$ cat src/rtl/record_core_pkg.sv
// record_core_pkg: shared widths and state encoding for the audio recorder
package record_core_pkg;
  localparam int ADDR_W = 23;
  localparam int DATA_W = 32;
  typedef enum logic [1:0] {IDLE, WAIT_SAMPLE, WRITE_DATA, WRITE_LENGTH} rec_state_t;
endpackage

$ cat src/rtl/record_core.sv
// record_core: streams audio samples to SDRAM as base+1.. and writes the sample count header at base
//   i_clk/i_rst: clock and sync active-high reset
//   rec_start/rec_select/rec_pause/rec_stop/rec_done: recording control and completion pulse
//   rec_write/rec_addr/rec_writedata/rec_sdram_finished: SDRAM write port with held request
//   rec_audio_valid/rec_audio_data/rec_audio_ready: sample stream handshake
module record_core
  import record_core_pkg::*;
#(
  parameter logic [ADDR_W-1:0] MAX_SAMPLES = 23'd1048576
) (
  input  logic              i_clk,
  input  logic              i_rst,
  input  logic              rec_start,
  input  logic [ADDR_W-1:0] rec_select,
  input  logic              rec_pause,
  input  logic              rec_stop,
  output logic              rec_done,
  output logic              rec_write,
  output logic [ADDR_W-1:0] rec_addr,
  output logic [DATA_W-1:0] rec_writedata,
  input  logic              rec_sdram_finished,
  input  logic              rec_audio_valid,
  input  logic [DATA_W-1:0] rec_audio_data,
  output logic              rec_audio_ready
);
  rec_state_t        state;
  logic [ADDR_W-1:0] base;
  logic [ADDR_W-1:0] count;
  logic [ADDR_W-1:0] count_nx;
  logic [DATA_W-1:0] hold;
  logic              stop_pending;
  logic              ack_gap;
  // ack_gap keeps the header request low for one cycle after a data acknowledge,
  // so an acknowledge is never seen against two consecutive requests
  always_comb begin
    count_nx        = count + 1'b1;
    rec_audio_ready = state == WAIT_SAMPLE && !rec_pause && !rec_stop;
    rec_write       = state == WRITE_DATA || (state == WRITE_LENGTH && !ack_gap);
    rec_addr        = state == WRITE_DATA ? base + count_nx : state == WRITE_LENGTH ? base : '0;
    rec_writedata   = state == WRITE_DATA ? hold :
                      state == WRITE_LENGTH ? {{(DATA_W-ADDR_W){1'b0}}, count} : '0;
  end
  always_ff @(posedge i_clk) begin
    if (i_rst) begin
      state        <= IDLE;
      base         <= '0;
      count        <= '0;
      hold         <= '0;
      stop_pending <= 1'b0;
      ack_gap      <= 1'b0;
      rec_done     <= 1'b0;
    end else begin
      rec_done <= 1'b0;
      ack_gap  <= 1'b0;
      case (state)
        IDLE: if (rec_start) begin
          base         <= rec_select;
          count        <= '0;
          stop_pending <= 1'b0;
          state        <= WAIT_SAMPLE;
        end
        WAIT_SAMPLE: if (rec_stop) state <= WRITE_LENGTH;
          else if (rec_audio_valid && rec_audio_ready) begin
            hold  <= rec_audio_data;
            state <= WRITE_DATA;
          end
        WRITE_DATA: if (rec_sdram_finished) begin
          count   <= count_nx;
          ack_gap <= 1'b1;
          state   <= (stop_pending || rec_stop || count_nx == MAX_SAMPLES) ? WRITE_LENGTH : WAIT_SAMPLE;
        end else if (rec_stop) stop_pending <= 1'b1;
        WRITE_LENGTH: if (rec_sdram_finished && !ack_gap) begin
          rec_done <= 1'b1;
          state    <= IDLE;
        end
        default: state <= IDLE;
      endcase
    end
  end
endmodule

$ cat config.mk
export PLATFORM = sky130hd
export DESIGN_NAME = record_core
export DESIGN_NICKNAME = d
export VERILOG_FILES = /design/src/rtl/record_core_pkg.sv /design/src/rtl/record_core.sv
export SDC_FILE = /design/constraint.sdc
export NUM_CORES = 1
export LEC_CHECK = 0
export BUFFER_PORTS_ARGS = -buffer_cell sky130_fd_sc_hd__buf_2
export CAP_MARGIN = 10
export CELL_PAD_IN_SITES_DETAIL_PLACEMENT = 1
export CELL_PAD_IN_SITES_GLOBAL_PLACEMENT = 2
export CORE_MARGIN = 5
export CORE_UTILIZATION = 31
export DETAILED_ROUTE_END_ITERATION = 6
export PLACE_DENSITY = 0.87
export SLEW_MARGIN = 0
export SYNTH_ARGS = -nofsm -noshare
export SYNTH_HDL_FRONTEND = slang
export SYNTH_SLANG_ARGS = --single-unit
$ cat constraint.sdc
create_clock -name i_clk -period 4.2 [get_ports i_clk]
set_clock_uncertainty 0.1 [all_clocks]
set_input_delay 0.42 -clock i_clk [delete_from_list [all_inputs] [get_ports i_clk]]
set_output_delay 0.42 -clock i_clk [all_outputs]
set_load 0.005 [all_outputs]
==> results, run 1 <==
- The share of the clock period used by the worst path is 0.9652.
- For this run, design rule violations remaining after detail routing come to 0.
- The leading cell type in the layout, fill and taps excluded is sky130_fd_sc_hd__nand2_1.
- Of the synthesized area, sequential elements account for 0.2940.
- In this run the worst path has a maximum fanout of 5.
- At the end of the flow, the number of nets in the layout was 962.
- The number of DRC violations after detailed-routing iteration 0 is 281.
- The number of standard-cell rows in the floorplan is 49.
- Counting flops and latches in the post-synthesis netlist gives 83.
- The repair_antennas step left the layout with diodes totalling 0.
- The synthesized netlist occupies a cell area of 0.005652 mm2.
- Entering global routing, the biggest net connects 83 pins.
- The count of hold buffers inserted by post-cts repair is 0.
- For this run the aggregate overflow at the end of global routing stands at 0.
- Power comes to 0.001865 W.
- The top cell types in the final layout, fill and taps aside, are 157 x sky130_fd_sc_hd__nand2_1, 119 x sky130_fd_sc_hd__buf_2, 78 x sky130_fd_sc_hd__a21oi_1.
- The initial standard-cell utilization of the core is 0.3146.
- The final total negative setup slack is 0 ns.
- The top-area cell type share of the netlist area is 0.2940.
- The worst voltage drop across the vdd grid is 0.1945 mV.
- Setup violations remaining at the end of the flow were counted as 0.
- A synthesized cell averages 7.427 um2.
- The per-cell routed wire length is 16.80 um.
- In this run, synthesis inferred 0 flip-flops with an integrated enable.
- STA classifies the critical path startpoint as a flop.
- The clock net in this run drives a total of 83 sinks.
- From synthesis to final layout, the design area changed by 23.09%.
- The clock latency at the later pin of the worst-skew pair is 0.35 ns.
- The final number of max-transition violations came to 0.
- In this run, CTS created clock tree buffers numbering 9.
- The sequential cell area is 0.001672 mm2.
- The count of H-tree levels built during CTS is 3.
- The leakage power total is 2.996 nW.
- The number of warning messages in the yosys log is 0.
- The critical path crosses 13 cells after its start point.
- Counting I/O delays and the setup requirement, the final critical path takes 4.054 ns.
- The post-layout instance count excluding filler cells is 1101.
- The detailed-router iteration count before antenna repair is 5.
- The die span in x is 145.0 um.
- Across all register-to-register paths, the minimum setup slack is 1.22 ns.
- The initial antenna violation count is 0.
- The capturing instance or port of the critical path is rec_addr[20].
- The die area is 0.02103 mm2.
- Timing would allow up to 246.7 MHz.
- Summed over all layers, the routed wires come to 18490 um.
- The area of combinational cells with multiple inputs is 0.003886 mm2.
- The capturing point of the worst reg2reg path is count[19].
- The final core utilization is 0.3873.
- The leading area contributor after synthesis is sky130_fd_sc_hd__dfxtp_1.
- The via count of the first global-routing pass is 5694.
- The critical path goes through nand4_1 -> nor4_4 -> buf_4 -> nand2_1 -> xnor2_2 -> ha_4 -> a21oi_2 -> nand2_1 -> a2111oi_2 -> a211oi_2 -> a2bb2oi_2 -> a211o_1 -> buf_2.
- The clock slew at the register clock pins of the worst setup and hold paths is 0.07 ns.
- In the final layout, the share of cells above drive strength 1 is 0.2351.
- The floorplan core area is 0.01796 mm2.
- The first global-routing pass estimated 29940 um of wire.
- The critical path starts at count[6].
- Data on the critical path is required at its endpoint by 3.68 ns.
- Data arrives at the worst endpoint at 3.53 ns.
- The length in cells of the worst reg-to-reg path is 5.
- Ranked by total cell area, the synthesized netlist is headed by sky130_fd_sc_hd__dfxtp_1 29%, sky130_fd_sc_hd__nand2_1 10%, sky130_fd_sc_hd__a21oi_1 7.2%, sky130_fd_sc_hd__ha_1 7.1%, sky130_fd_sc_hd__mux2i_1 4.6%.
- The number of fill cells in the layout is 2249.
- The number of I/O port buffers is 119.
- The kind of cell adding the most delay to the critical path is compound AO/OA/AOI/OAI gates.
- The slowest stage of the critical path is the sky130_fd_sc_hd__dfxtp_1 cell.
- The endpoint kind of the worst setup timing path is an output port.
- The count of nets left with antenna violations once routing finished came out at 0.
- The number of distinct library cells after synthesis is 58.
- At the end of routability-driven placement, the weighted congestion stood at 0.8735.
- The worst reg2reg path startpoint is state[0].
- By startpoint and endpoint, the worst setup path is classified as flop to output port.
- The worst-margin pin slew is 1.051 ns.
- The number of max-capacitance violations reported is 0.
- The maximum buffer depth of the clock tree is 2.
- For this run, the total global-route usage over all layers was measured as 0.1698.
- The total via count in the routed design is 5557.
- The clock tree from TritonCTS is done.
- The half-perimeter wire length after placement is 13630 um.
- Counting tap cells, the placed design contains a total of 1081 instances.
- The vertical die dimension is 145.0 um.
- Setup repair after global routing could not meet its margin everywhere.
- The cell sitting at the root of the clock tree is a sky130_fd_sc_hd__clkbuf_16.
- The final-report hold violation count is 0.
- The I/O pin count is 120.
- The flow ran to the end, and the final reports show no timing, DRC or antenna violations.
- Counting flops with an async set or reset pin after synthesis yields a share of 0.
- The number of buffers and inverters on the critical path is 2.
- The relative slew slack is 0.2993.
- The type of the most critical hold path is input pin to flop.
- The largest incremental delay on the critical path is 0.40 ns.
- The power density over the cells is 268.1 mW/mm2.
- The post-detailed-route via-to-cell ratio is 5.047.
- The gate count after technology mapping is 761.
- In the synthesized netlist the dominant register cell turns out to be sky130_fd_sc_hd__dfxtp_1.
- The number of nets in the synthesized netlist is 856.
- Counting stages on the worst path, the most repeated cell is sky130_fd_sc_hd__nand2_1.
==> power by group <==
| part | total, W | leakage, nW | switching (W) | internal (W) |
|---|---|---|---|---|
| clock | 0.000755 | 0.131 | 0.000356 | 0.000399 |
| sequential | 0.000851 | 0.676 | 0.0000388 | 0.000812 |
| combinational | 0.000259 | 2.19 | 0.000153 | 0.000106 |
| total | 0.00187 | 3.00 | 0.000548 | 0.00132 |
==> per-layer routing <==
layer	share of wire	wire length, um	GRT usage
met5	0	0	0
met4	0.016	290	0.05085
met3	0.057	1054	0.04677
met2	0.44	8146	0.2590
met1	0.49	9001	0.2342
==> sequential cells by signal, indices dropped and copies added (netlist names) <==
name and flops:
count 23, stop_pending 1, ack_gap 1, rec_done 1, state 2, hold 32
base 23
==> cell usage after synthesis (8+ instances only) <==
master,n
sky130_fd_sc_hd__and2_1,28
sky130_fd_sc_hd__a21o_1,9
sky130_fd_sc_hd__mux2i_1,26
sky130_fd_sc_hd__o21ai_0,31
sky130_fd_sc_hd__buf_2,11
sky130_fd_sc_hd__xor2_1,16
sky130_fd_sc_hd__inv_1,8
sky130_fd_sc_hd__xnor2_1,27
sky130_fd_sc_hd__a21oi_1,81
sky130_fd_sc_hd__nand2_1,158
sky130_fd_sc_hd__nor2b_1,31
sky130_fd_sc_hd__a22oi_1,13
sky130_fd_sc_hd__nor3_1,14
sky130_fd_sc_hd__nand3_1,14
sky130_fd_sc_hd__dfxtp_1,83
sky130_fd_sc_hd__nor2_1,53
sky130_fd_sc_hd__clkbuf_1,34
sky130_fd_sc_hd__nand4_1,8
sky130_fd_sc_hd__ha_1,32
==> worst register-to-register path, cell delays in order (launching register included) <==
cell	delay, ns
sky130_fd_sc_hd__dfxtp_2	0.78
sky130_fd_sc_hd__nor2_1	0.15
sky130_fd_sc_hd__and2_1	0.54
sky130_fd_sc_hd__nor2_2	0.92
sky130_fd_sc_hd__o21ai_0	0.25
sky130_fd_sc_hd__a21oi_1	0.16
==> per-stage QoR <==
stage	hold WS [ns]	area, um2	setup slack [ns]
floorplan	0.3155	5652	0.8244
global placement	0.3378	6497	0.2106
detailed placement	0.3453	6497	0.05031
CTS	0.1958	6803	-0.03033
global route	0.1988	6957	-0.03866
finish	0.1995	6957	0.1461
==> layout make-up <==
type                    instances  share of cell area
inverters                       8            0.004317
well taps                     229             0.04119
flip-flops and latches         83              0.2403
clock inverters                 7            0.006295
multi-input cells             617              0.5586
repair buffers                148              0.1169
clock buffers                   9             0.03237
==> cells by family after synthesis <==
kind of cell / count (synthesis) / synth area share
compound gates: 176 / 0.1849
xor+xnor: 43 / 0.06664
fa+ha+maj: 33 / 0.07439
buf+inv: 61 / 0.04560
flops: 83 / 0.2940
mux: 27 / 0.05003
simple gates: 338 / 0.2845
==> worst min path at each step <==
| stage | start | depth (start not counted) | endpoint |
|---|---|---|---|
| after floorplan | ack_gap | 1 | rec_done |
| after global placement | hold[30] | 2 | hold[30] |
| after detailed placement | hold[26] | 2 | hold[26] |
| after CTS | rec_select[18] | 3 | base[18] |
| after global routing | rec_audio_data[3] | 3 | hold[3] |
| final | rec_select[18] | 3 | base[18] |
==> what timing repair did <==
item                       CTS  global route
pin swaps                    2             5
setup endpoints to repair    6            11
gates resized for setup      8            29
setup buffers                1             3
No activity file was read; power rests on OpenSTA's default activity.
==> run 2: changes to the inputs <==
--- a/config.mk
+++ b/config.mk
@@ -9,7 +9,7 @@
 export CAP_MARGIN = 10
 export CELL_PAD_IN_SITES_DETAIL_PLACEMENT = 1
 export CELL_PAD_IN_SITES_GLOBAL_PLACEMENT = 2
-export CORE_MARGIN = 5
+export CORE_MARGIN = 2
 export CORE_UTILIZATION = 31
 export DETAILED_ROUTE_END_ITERATION = 6
 export PLACE_DENSITY = 0.87
==> constraint.sdc (replaced) <==
create_clock -name i_clk -period 4.5 [get_ports i_clk]
set_clock_uncertainty 0.1 [all_clocks]
set_input_delay 0.45 -clock i_clk [delete_from_list [all_inputs] [get_ports i_clk]]
set_output_delay 0.45 -clock i_clk [all_outputs]
set_load 0.005 [all_outputs]
==> run 2 against run 1 <==
First-iteration DRC count rose by 29%. Utilization fell by 0.61 points. Non-clock buffer count fell by 12. Die area fell by 8.1%. Clock-buffer cell count rose by 1. Global-route usage rose by 1.5 points. Clock power rose by 6.8%. Largest cell class unchanged.
==> results, run 2 (synthesis results as in run 1) <==
- The run finished with clean final reports.
- In this run the worst path has a maximum fanout of 7.
- TritonCTS created 9 clock buffers.
- Setup repair after global routing left no endpoint under its margin.
- The I/O pin count is 120.
- The total via count in the routed design is 5502.
- The type of the most critical hold path is input pin to flop.
- The register with the most flip-flops is hold.
- The power density over the cells is 270.6 mW/mm2.
- The die span in x is 139.0 um.
- The number of setup violations in the final report is 0.
- The leakage power total is 2.915 nW.
- The number of max-capacitance violations reported is 0.
- For the pin with the worst max-slew slack, the measured transition is 1.001 ns.
- STA classifies the critical path endpoint as an output port.
- The sequential cell area is 0.001670 mm2.
- In the final routed layout, each cell accounts on average for 16.50 um.
- Dividing the detail-routed via count by the number of cells gives 5.057.
- The leading cell type in the layout, fill and taps excluded is sky130_fd_sc_hd__nand2_1.
- After the first detailed-routing iteration, the DRC count stood at 363.
- The first global-routing pass estimated 29190 um of wire.
- The total routed wirelength is 17950 um.
- Compared with the post-synthesis result, the final layout area differs by 20.74%.
- Once detailed placement completed, the half-perimeter wirelength came to 13110 um.
- Of the cells placed in the final design, the portion with a size suffix greater than 1 is 0.2072.
- The floorplan core area is 0.01790 mm2.
- The die covers 0.01933 mm2.
- The library cells used most frequently in the layout, excluding fill and tap cells, are 158 x sky130_fd_sc_hd__nand2_1, 119 x sky130_fd_sc_hd__buf_2, 80 x sky130_fd_sc_hd__a21oi_1.
- For this run, the total global-route usage over all layers was measured as 0.1849.
- Before antenna repair, the detailed router went through 4 iterations.
- The met3 routed wirelength is 1107 um.
- The net count of the finished layout is 950.
- The buffer cell driving the clock tree root is sky130_fd_sc_hd__clkbuf_16.
- The setup path with the least slack is of type flop to output port.
- The routability congestion estimate from global placement is 0.8546.
- The multi-input combinational cells in the finished layout cover a total of 0.003797 mm2.
- Clock latency on the worst-skew pair, taken at its later pin, is 0.34 ns.
- Counting along the longest clock path gives a buffer depth of 2.
- In this run the top signal layer used is met4.
- VDD sags by at most 0.1922 mV.
- The DRC violations left is 0.
- The number of sinks driven by the clock tree is 83.
- The antenna diode count is 0.
- The final core utilization is 0.3812.
- The relative slew slack is 0.3321.
- STA puts the critical path data arrival time at 3.66 ns.
- Summed over all nets, wire length on met2 after detailed routing comes to 7782 um.
- The final-report hold violation count is 0.
- The power after layout is 0.001847 W.
- The register with the most flip-flops in the layout has 32 of them.
- Data on the critical path is required at its endpoint by 3.95 ns.
- The final number of max-transition violations was 0.
- Counting instances, the worst hold path has a depth of 3.
- The number of I/O port buffers is 119.
- For this run the aggregate overflow at the end of global routing stands at 0.
- The largest registers in the layout are hold (32), base (23), count (23).
- Once layout is complete, the cells apart from fillers number 1088.
- The clock tree synthesis step divided the H-tree into 3 levels.
- Once detail routing completed, the nets flagged for antenna violations numbered 0.
- The number of instances in the placed design is 1071.
- The filler cells instantiated in the layout total 2274.
- The clock slew at the register clock pins of the worst setup and hold paths is 0.06 ns.
- The maximum operating frequency is 237.4 MHz.
- The worst setup path is launched from a flop.
- The clock tree from TritonCTS is done.
- The minimum setup slack in the final design is 0.2882 ns.
- The length in cells of the worst reg-to-reg path is 6.
- The share of the clock period used by the worst path is 0.9360.
- The initial standard-cell utilization of the core is 0.3157.
- Prior to clock tree synthesis, the placed netlist has a worst setup slack of 0.3649 ns.
- Entering global routing, the biggest net connects 83 pins.
- The initial antenna violation count is 0.
- The met1 layer wirelength in the final routing is 8643 um.
- After floorplanning, the core was divided into 49 placement rows.
- The final total negative setup slack is 0 ns.
- After layout, the minimum clock period comes to 4.212 ns.
- The via count of the first global-routing pass came to 5535.
- From bottom edge to top edge, the die measures 139.0 um.
-- run 2: critical path, cell delays in order (launching register included) --
cell	delay, ns
sky130_fd_sc_hd__dfxtp_1	0.45
sky130_fd_sc_hd__nand4_2	0.25
sky130_fd_sc_hd__nor2_2	0.25
sky130_fd_sc_hd__nand2_1	0.12
sky130_fd_sc_hd__xnor2_2	0.17
sky130_fd_sc_hd__ha_1	0.38
sky130_fd_sc_hd__a21oi_1	0.23
sky130_fd_sc_hd__o211ai_1	0.21
sky130_fd_sc_hd__a211oi_2	0.40
sky130_fd_sc_hd__o31ai_2	0.14
sky130_fd_sc_hd__a221o_1	0.35
sky130_fd_sc_hd__o21bai_1	0.16
sky130_fd_sc_hd__nand3_1	0.09
sky130_fd_sc_hd__buf_2	0.12
-- run 2: per-layer routing --
layer | track usage | vias to the layer above
met4 | 0.06911 | 0
li1 | - | 2798
met3 | 0.04282 | 24
met2 | 0.2852 | 134
met1 | 0.2521 | 2546
met5 | 0 | -
-- run 2: final timing paths --
| kind | from | endpoint | slack, ns |
|---|---|---|---|
| worst min register to register | hold[29] | hold[29] | 0.35 |
| worst max register to register | state[0] | count[2] | 1.65 |
| worst max-delay path | count[3] | rec_addr[22] | 0.29 |
| worst min-delay path | rec_audio_data[28] | hold[28] | 0.24 |
-- run 2: cell type report --
class | count | share of cell area
Multi-Input combinational cell | 617 | 0.5565
Sequential cell | 83 | 0.2448
Inverter | 8 | 0.004400
Clock buffer | 10 | 0.03502
Clock inverter | 5 | 0.01137
Timing Repair Buffer | 136 | 0.1060
Tap cell | 229 | 0.04199
-- run 2: timing repair --
item	CTS	global route
pin swaps	0	2
buffers inserted	0	2
gates resized for setup	1	18
setup endpoints to repair	3	10
hold buffers	0	0
-- run 2: stage by stage --
step,hold WS [ns],area [um2]
2_1_floorplan,0.3155,5652
3_3_place_gp,0.3391,6422
3_5_place_dp,0.3446,6422
4_1_cts,0.2259,6745
5_1_grt,0.2363,6824
6_report,0.2412,6824
-- run 2: power by group --
group	internal (W)	switching, W
sequential	0.000758	0.0000352
combinational	0.0000994	0.000148
clock	0.000496	0.000309
total	0.00135	0.000492
